$ cat src/rtl/key_pkg.sv
// Shared constants and helpers for the key debouncer family.
// Latency: none (package only).
// Backpressure: none.
package key_pkg;

   // Level a key pin reads while it is held down.
   localparam logic KEY_ACTIVE = 1'b0;

   // Default timing at a 50 MHz system clock.
   localparam int unsigned CNT_20MS     = 999_999;
   localparam int unsigned LONG_1S      = 49_999_999;
   localparam int unsigned REPEAT_200MS = 9_999_999;

   // Bits needed for a counter that runs 0 .. n-1 (never narrower than 1).
   function automatic int unsigned cnt_width(input int unsigned n);
      return (n <= 1) ? 1 : $clog2(n);
   endfunction

endpackage

$ cat src/rtl/key_debounce_ch.sv
// One key channel: 2-flop sync, stability debounce, press/release/long/repeat pulses.
// Latency: flag and state update CNT_MAX+1 edges after the first sync flop captures a stable change.
// Backpressure: none; all flags are single-cycle pulses that are never held.
module key_debounce_ch
   import key_pkg::*;
#(
   parameter int unsigned CNT_MAX    = CNT_20MS,
   parameter int unsigned LONG_MAX   = LONG_1S,
   parameter bit          REPEAT_EN  = 1'b0,
   parameter int unsigned REPEAT_MAX = REPEAT_200MS
) (
   input  logic clk_i,
   input  logic rst_ni,
   input  logic key_i,
   output logic state_o,
   output logic press_o,
   output logic release_o,
   output logic long_o
);

   localparam int unsigned CNT_W  = cnt_width(CNT_MAX);
   localparam int unsigned LONG_W = cnt_width(LONG_MAX);
   localparam int unsigned RPT_W  = cnt_width(REPEAT_MAX);

   localparam logic [CNT_W-1:0]  CNT_TOP  = CNT_W'(CNT_MAX - 1);
   localparam logic [LONG_W-1:0] LONG_TOP = LONG_W'(LONG_MAX - 1);
   localparam logic [RPT_W-1:0]  RPT_TOP  = RPT_W'(REPEAT_MAX - 1);

   logic [1:0]        sync_q;
   logic              state_q, state_d;
   logic [CNT_W-1:0]  cnt_q, cnt_d;
   logic              press_q, press_d;
   logic              release_q, release_d;
   logic              long_q, long_d;
   logic [LONG_W-1:0] long_cnt_q, long_cnt_d;
   logic              long_done_q, long_done_d;
   logic [RPT_W-1:0]  rpt_cnt_q, rpt_cnt_d;
   logic              mismatch, long_hit;

   // Debounce: count consecutive mismatch cycles, accept the new level at the terminal count.
   always_comb begin
      mismatch  = (sync_q[1] != state_q);
      state_d   = state_q;
      cnt_d     = '0;
      press_d   = 1'b0;
      release_d = 1'b0;
      if (mismatch) begin
         if (cnt_q == CNT_TOP) begin
            state_d   = sync_q[1];
            press_d   = (sync_q[1] == KEY_ACTIVE);
            release_d = (sync_q[1] != KEY_ACTIVE);
         end else begin
            cnt_d = cnt_q + CNT_W'(1);
         end
      end
   end

   // Long press and auto-repeat timing; a release on the same edge wins over a long pulse.
   always_comb begin
      long_cnt_d  = '0;
      long_done_d = 1'b0;
      rpt_cnt_d   = '0;
      long_hit    = 1'b0;
      if (state_q == KEY_ACTIVE) begin
         long_cnt_d  = long_cnt_q;
         long_done_d = long_done_q;
         rpt_cnt_d   = rpt_cnt_q;
         if (!long_done_q) begin
            if (long_cnt_q == LONG_TOP) begin
               long_hit    = 1'b1;
               long_done_d = 1'b1;
               rpt_cnt_d   = '0;
            end else begin
               long_cnt_d = long_cnt_q + LONG_W'(1);
            end
         end else if (REPEAT_EN) begin
            if (rpt_cnt_q == RPT_TOP) begin
               long_hit  = 1'b1;
               rpt_cnt_d = '0;
            end else begin
               rpt_cnt_d = rpt_cnt_q + RPT_W'(1);
            end
         end
      end
      long_d = long_hit && !release_d;
   end

   // State registers; reset returns the channel to released with every count discarded.
   always_ff @(posedge clk_i or negedge rst_ni) begin
      if (!rst_ni) begin
         sync_q      <= 2'b11;
         state_q     <= ~KEY_ACTIVE;
         cnt_q       <= '0;
         press_q     <= 1'b0;
         release_q   <= 1'b0;
         long_q      <= 1'b0;
         long_cnt_q  <= '0;
         long_done_q <= 1'b0;
         rpt_cnt_q   <= '0;
      end else begin
         sync_q      <= {sync_q[0], key_i};
         state_q     <= state_d;
         cnt_q       <= cnt_d;
         press_q     <= press_d;
         release_q   <= release_d;
         long_q      <= long_d;
         long_cnt_q  <= long_cnt_d;
         long_done_q <= long_done_d;
         rpt_cnt_q   <= rpt_cnt_d;
      end
   end

   assign state_o   = state_q;
   assign press_o   = press_q;
   assign release_o = release_q;
   assign long_o    = long_q;

endmodule

$ cat src/rtl/key_filter_multi.sv
// Multi-channel key debouncer: KEY_W independent copies of the single-channel filter.
// Latency: as the channel filter; channels never interact.
// Backpressure: none; outputs are levels and single-cycle pulses.
module key_filter_multi
   import key_pkg::*;
#(
   parameter int unsigned KEY_W      = 4,
   parameter int unsigned CNT_MAX    = CNT_20MS,
   parameter int unsigned LONG_MAX   = LONG_1S,
   parameter bit          REPEAT_EN  = 1'b0,
   parameter int unsigned REPEAT_MAX = REPEAT_200MS
) (
   input  logic             sys_clk,
   input  logic             sys_rst_n,
   input  logic [KEY_W-1:0] key_in,
   output logic [KEY_W-1:0] key_state,
   output logic [KEY_W-1:0] key_press_flag,
   output logic [KEY_W-1:0] key_release_flag,
   output logic [KEY_W-1:0] key_long_flag
);

   for (genvar g = 0; g < KEY_W; g++) begin : g_ch
      key_debounce_ch #(
         .CNT_MAX    (CNT_MAX),
         .LONG_MAX   (LONG_MAX),
         .REPEAT_EN  (REPEAT_EN),
         .REPEAT_MAX (REPEAT_MAX)
      ) u_ch (
         .clk_i     (sys_clk),
         .rst_ni    (sys_rst_n),
         .key_i     (key_in[g]),
         .state_o   (key_state[g]),
         .press_o   (key_press_flag[g]),
         .release_o (key_release_flag[g]),
         .long_o    (key_long_flag[g])
      );
   end

endmodule

$ cat config.mk
export PLATFORM = sky130hd
export DESIGN_NAME = key_filter_multi
export DESIGN_NICKNAME = d
export VERILOG_FILES = /design/src/rtl/key_pkg.sv /design/src/rtl/key_debounce_ch.sv /design/src/rtl/key_filter_multi.sv
export SDC_FILE = /design/constraint.sdc
export NUM_CORES = 1
export LEC_CHECK = 0
export ABC_AREA = 0
export CAP_MARGIN = 5
export CORE_MARGIN = 2
export CORE_UTILIZATION = 50
export CTS_CLUSTER_SIZE = 30
export DETAILED_ROUTE_END_ITERATION = 6
export HOLD_SLACK_MARGIN = 0.1
export PLACE_DENSITY = 0.69
export SLEW_MARGIN = 20
export SYNTH_ARGS = -nofsm -noshare
export SYNTH_HDL_FRONTEND = slang
export SYNTH_HIERARCHICAL = 1
export SYNTH_SLANG_ARGS = --single-unit
$ cat constraint.sdc
create_clock -name sys_clk -period 2.8 [get_ports sys_clk]
set_input_delay 0.56 -clock sys_clk [delete_from_list [all_inputs] [get_ports sys_clk]]
set_output_delay 0.56 -clock sys_clk [all_outputs]
set_load 0.02 [all_outputs]
# ---- Word level (Yosys, flattened, before mapping)
# Cells that the tools add are included.
dict set report word_totals {
  reg_bits 212
  word_cells 136
}
dict set report classes {
  n_addsub 8
  eq_ne 20
  n_mux 56
  bitwise 4
  reduce_logical 16
}
# op n
set ops {}
lappend ops {{2-to-1 mux 26 bit} 12}
lappend ops {{2-to-1 mux 20 bit} 8}
lappend ops {{adder 26 x 1 -> 26 bit, second input constant} 4}
lappend ops {{== test 26 bit, second input constant} 4}
lappend ops {{adder 20 x 1 -> 20 bit, second input constant} 4}
lappend ops {{== test 20 bit, second input constant} 4}
lappend ops {{2-to-1 mux 1 bit} 36}
lappend ops {{inequality test 2 x 1 -> 1 bit, second input constant} 8}
lappend ops {{AND reduction 2 bit} 8}
lappend ops {{logical AND 1 bit} 4}
lappend ops {{logical NOT 1 bit} 4}
lappend ops {{inequality test 1 bit} 4}
lappend ops {{NOT 1 bit} 4}

# ---- Logic depth before layout (Yosys ltp)
dict set report logic_depth {
  ltp_word 5
  depth_mapped 7
  mapped_depth_nobuf 6
}

# ---- By module
# Netlist, hierarchy kept.
# mod instances cells_per_inst area_per_inst_um2
set by_module_without_submodules {}
lappend by_module_without_submodules {{key_debounce_ch at g_ch[0].u_ch ...} 3 282 2716.4}
lappend by_module_without_submodules {{key_debounce_ch at g_ch[1].u_ch} 1 277 2688.8}

# ---- Least setup slack after synthesis
# Ideal clock, no wire load.
dict set report synth_timing {
  path_kind {register -> register}
  startpoint {register g_ch[1].u_ch.long_cnt_q[0]}
  endpoint {register g_ch[1].u_ch.long_cnt_q[18]}
  setup_time_ns 0.078
  arrival_ns 1.913
  t_required_ns 2.722
  setup_slack_ns 0.810
  stages_incl_launch_ff 7
  n_path_buf 1
  cell_sequence {dfrtp_1 ha_1 nand4b_1 or4_1 clkbuf_1 or4_1 a21oi_1}
}
dict set report synth_via {
  elab_chain_len 4
}
# element line_no
set synth_lines {}
lappend synth_lines {{start, declared} key_debounce_ch.sv:35} ;# logic [LONG_W-1:0] long_cnt_q, long_cnt_d;
lappend synth_lines {{start signal, assigned} key_debounce_ch.sv:107} ;# long_cnt_q <= long_cnt_d;
lappend synth_lines {{adder 26 x 1 -> 26 bit} key_debounce_ch.sv:74} ;# long_cnt_d = long_cnt_q + LONG_W'(1);
lappend synth_lines {{2-to-1 mux 26 bit} key_debounce_ch.sv:69} ;# if (long_cnt_q == LONG_TOP) begin
lappend synth_lines {{2-to-1 mux 26 bit} key_debounce_ch.sv:68} ;# if (!long_done_q) begin
lappend synth_lines {{2-to-1 mux 26 bit} key_debounce_ch.sv:64} ;# if (state_q == KEY_ACTIVE) begin
# Parallel ways exist; a longest one is shown, timed or not. The select of a mux whose other input is x is not followed.
# A chain may end at the register's enable or synchronous reset.

# ---- Worst setup path in the final report
dict set report layout_timing {
  startpoint {register g_ch[0].u_ch.state_q}
  endpoint {output key_state[0]}
}
# element line_no
set layout_rtl {}
lappend layout_rtl {{start, declared} key_debounce_ch.sv:30} ;# logic state_q, state_d;
lappend layout_rtl {{start signal, assigned} key_debounce_ch.sv:92} ;# state_q <= ~KEY_ACTIVE;
lappend layout_rtl {{start signal, assigned} key_debounce_ch.sv:102} ;# state_q <= state_d;
lappend layout_rtl {{end, declared} key_filter_multi.sv:16} ;# output logic [KEY_W-1:0] key_state,
# No word-level cell between the ends.

==> results_dict.tcl <==
set metrics [dict create \
    root_buffer "clkbuf_16" \
    wl_per_cell_um 14.8 \
    final_hold_viol_count 0 \
    design_area_um2 12200 \
    fmax_ghz 0.372 \
    gr-total-overflow 0 \
    ant_nets 0 \
    synth_cells 1123 \
    muxShareOfSynthArea_pct 0.785 \
    final_cell_mix "200 x dfrtp_1, 131 x nor2_1, 84 x xnor2_1" \
    synth_compound_area_share_pct 9.20 \
    synth-xor-area-share_pct 8.32 \
    nNetsFinal 1170 \
    gp_congestion 0.795 \
    drive_gt1_share_pct 8.23 \
    slew_viol_final 0 \
    yosysSeqAreaShare_pct 49.1 \
    dieArea_um2 22900 \
    h-tree-depth 1 \
    hold_path_class "reg -> reg" \
    antenna_found_initial 0 \
    grt_pass1_wl_mm 37.4 \
    p_leak_nw 4.70 \
    grt_max_degree 78 \
    tightest_slew_ns 0.698 \
    synthAdderAreaFrac_pct 1.85 \
    core_area_um2 21200 \
    maxCapViolations 0 \
    outcome "completed" \
    synthTopCellsByArea "dfrtp_1 46%, xnor2_1 6.8%, nor2_1 4.5%" \
    viasPerCell 5.78 \
    layout_commonest_cell "dfrtp_1" \
    fillers 1824 \
    setup_viol 0 \
    cp_max_fo 31 \
    tns_ns 0 \
    yosys.area.top_type "dfrtp_1" \
    drtIter0Drc 387 \
    mappedNetlistArea_um2 10800 \
    clockBufferDepth 3 \
    dpl_cell_area_um2 11400 \
    clk_pin_slew_ns 0.06 \
    ys.flop_type "dfrtp_1" \
    dp_hpwl_mm 14.2 \
    io_pins 22 \
    drc_errors 0 \
    fp.dieH_um 151 \
    yosys.area_share.simple_pct 27.2 \
    ys_ff_latch 212 \
    peakVddDrop_v 0.000454 \
    fin_crit_sh_pct 96.1 \
    hold_depth 0 \
    chipWidth_um 151 \
    critPathKind "reg -> out" \
    syn2layout_area_growth_pct 13.0 \
    ctsHoldBuffers 1 \
    dr.pass1.iters 5 \
    p_per_area_nw_per_um2 542 \
    synth_top_family_by_area "simple AND/OR/NAND/NOR gates" \
    initial_core_util_pct 51.2 \
    critPathRequiredTime_ns 2.24 \
    grt.total_usage_pct 19.3 \
    r2r_cells 5 \
    post_cts_resized 0 \
    insertion_delay_ns 0.51 \
    syn_area_per_cell_um2 9.65 \
    crit_buf_inv 1 \
    crit_arrival_ns 2.13 \
    rsz0062_at_grt "no" \
    async_flop_share_pct 100 \
    critical-path-top-delay-family "flip-flops" \
    period_needed_ns 2.69 \
    cp_num_cells 1 \
    synth_cell_type_count 48 \
    diodes 0 \
    syn_nets 1145 \
    synth-edff-count 0 \
    cts_sinks 212 \
    fin_skew_ns 0.00767 \
    slowest_delay_ns 0.90 \
    grt_pass1_vias 7940 \
    num_vias 8324 \
    routed_wirelength_mm 21.3 \
    placementRows 53 \
    cts_tree "yes" \
    cp_cell_sequence "clkdlybuf4s50_1" \
    cts_inserted_buffers 24 \
    yosys_warnings 6 \
    cp-start-kind "flop" \
    end_kind "primary output" \
    cts_setup_buffers 0 \
    reg2reg_slack_ns 0.60 \
    port_buffers 21 \
    synth_top_cell_area_share_pct 46.2 \
    cp_slowest_cell "dfstp_2" \
    max_slew_margin_pct 53.4 \
]
[power breakdown]
| group | leakage, nW | internal [mW] | switching, mW |
|---|---|---|---|
| Clock | 0.432 | 2.15 | 1.23 |
| Sequential | 2.85 | 3.09 | 0.0251 |
| Combinational | 1.42 | 0.0396 | 0.0970 |
[per-stage QoR]
stage	total power, mW	setup slack, ns	hold WS (ns)	instances	util, %
after floorplan	3.21	0.810	0.264	1123	-
after global placement	3.31	0.561	0.346	1396	53.7
after detailed placement	3.31	0.440	0.349	1396	53.7
after CTS	6.74	0.0844	0.357	1441	57.9
after global routing	6.89	0.0241	0.364	1441	57.9
final	6.64	0.109	0.358	1441	57.9
[kinds of logic after synthesis]
logic type,count (synthesis)
AOI/OAI and AO/OA,169
and+or+nand+nor,520
adders and majority gates,16
muxes,8
DFF,212
xor gates and xnor gates,103
buffers and inverters,95
[layer usage]
layer	GRT usage, %	wire length (µm)	vias to the layer above	share of wire [%]
li1	-	-	4126	-
met1	27.5	10500	4087	49
met2	31.5	9800	83	46
met3	2.74	553	28	2.6
met4	4.35	432	0	2.0
met5	0	0	-	0
[path summary, 6_finish.rpt]
kind                                                   startpoint                                      end
min in group asynchronous                               sys_rst_n  g_ch[1].u_ch/long_cnt_q[12]$_DFFE_PN0P_
hold reg to reg                  g_ch[3].u_ch/sync_q[0]$_DFF_PN1_         g_ch[3].u_ch/sync_q[1]$_DFF_PN1_
setup / recovery                 g_ch[0].u_ch/state_o$_DFFE_PN1P_                             key_state[0]
setup reg to reg           g_ch[0].u_ch/long_cnt_q[0]$_DFFE_PN0P_  g_ch[0].u_ch/long_cnt_q[18]$_DFFE_PN0P_
max in group asynchronous                               sys_rst_n         g_ch[2].u_ch/cnt_q[13]$_DFF_PN0_
hold / removal                   g_ch[3].u_ch/sync_q[0]$_DFF_PN1_         g_ch[3].u_ch/sync_q[1]$_DFF_PN1_
[synth_stat cells, types with 6 or more instances]
cell      instances
and3_1           24
xor2_1           19
o21ai_0          60
nand2_1          52
or2_2             7
nand3_1          56
or3_1            29
nor4bb_1         12
dfstp_2          12
a21oi_1          55
ha_1             16
xnor2_1          84
nor4b_1           6
nand4b_1          6
nand4_1          39
nor3_1           38
inv_1            57
and4_1           12
nor4_1           52
dfrtp_1         200
or4_1            31
clkbuf_1         31
o31ai_1          22
nor2_1          131
[flip-flops by register name, indices dropped and copies added, names as in the netlist]
| name | cells |
|---|---|
| g_ch.u_ch/sync_q | 8 |
| g_ch.u_ch/long_done_q | 4 |
| g_ch.u_ch/long_o | 4 |
| g_ch.u_ch/release_o | 4 |
| g_ch.u_ch/cnt_q | 80 |
| g_ch.u_ch/state_o | 4 |
| g_ch.u_ch/press_o | 4 |
| g_ch.u_ch/long_cnt_q | 104 |
[final cells by class]
class	count	area, µm²	area share [%]
timing repair buffer	37	363	2.96
tap	275	344	2.81
clock inverter	9	149	1.22
inverter	57	214	1.75
multi-input combinational	816	5130	41.9
sequential	212	5320	43.4
clock buffer	35	723	5.90
No activity file was read; power rests on OpenSTA's default activity.
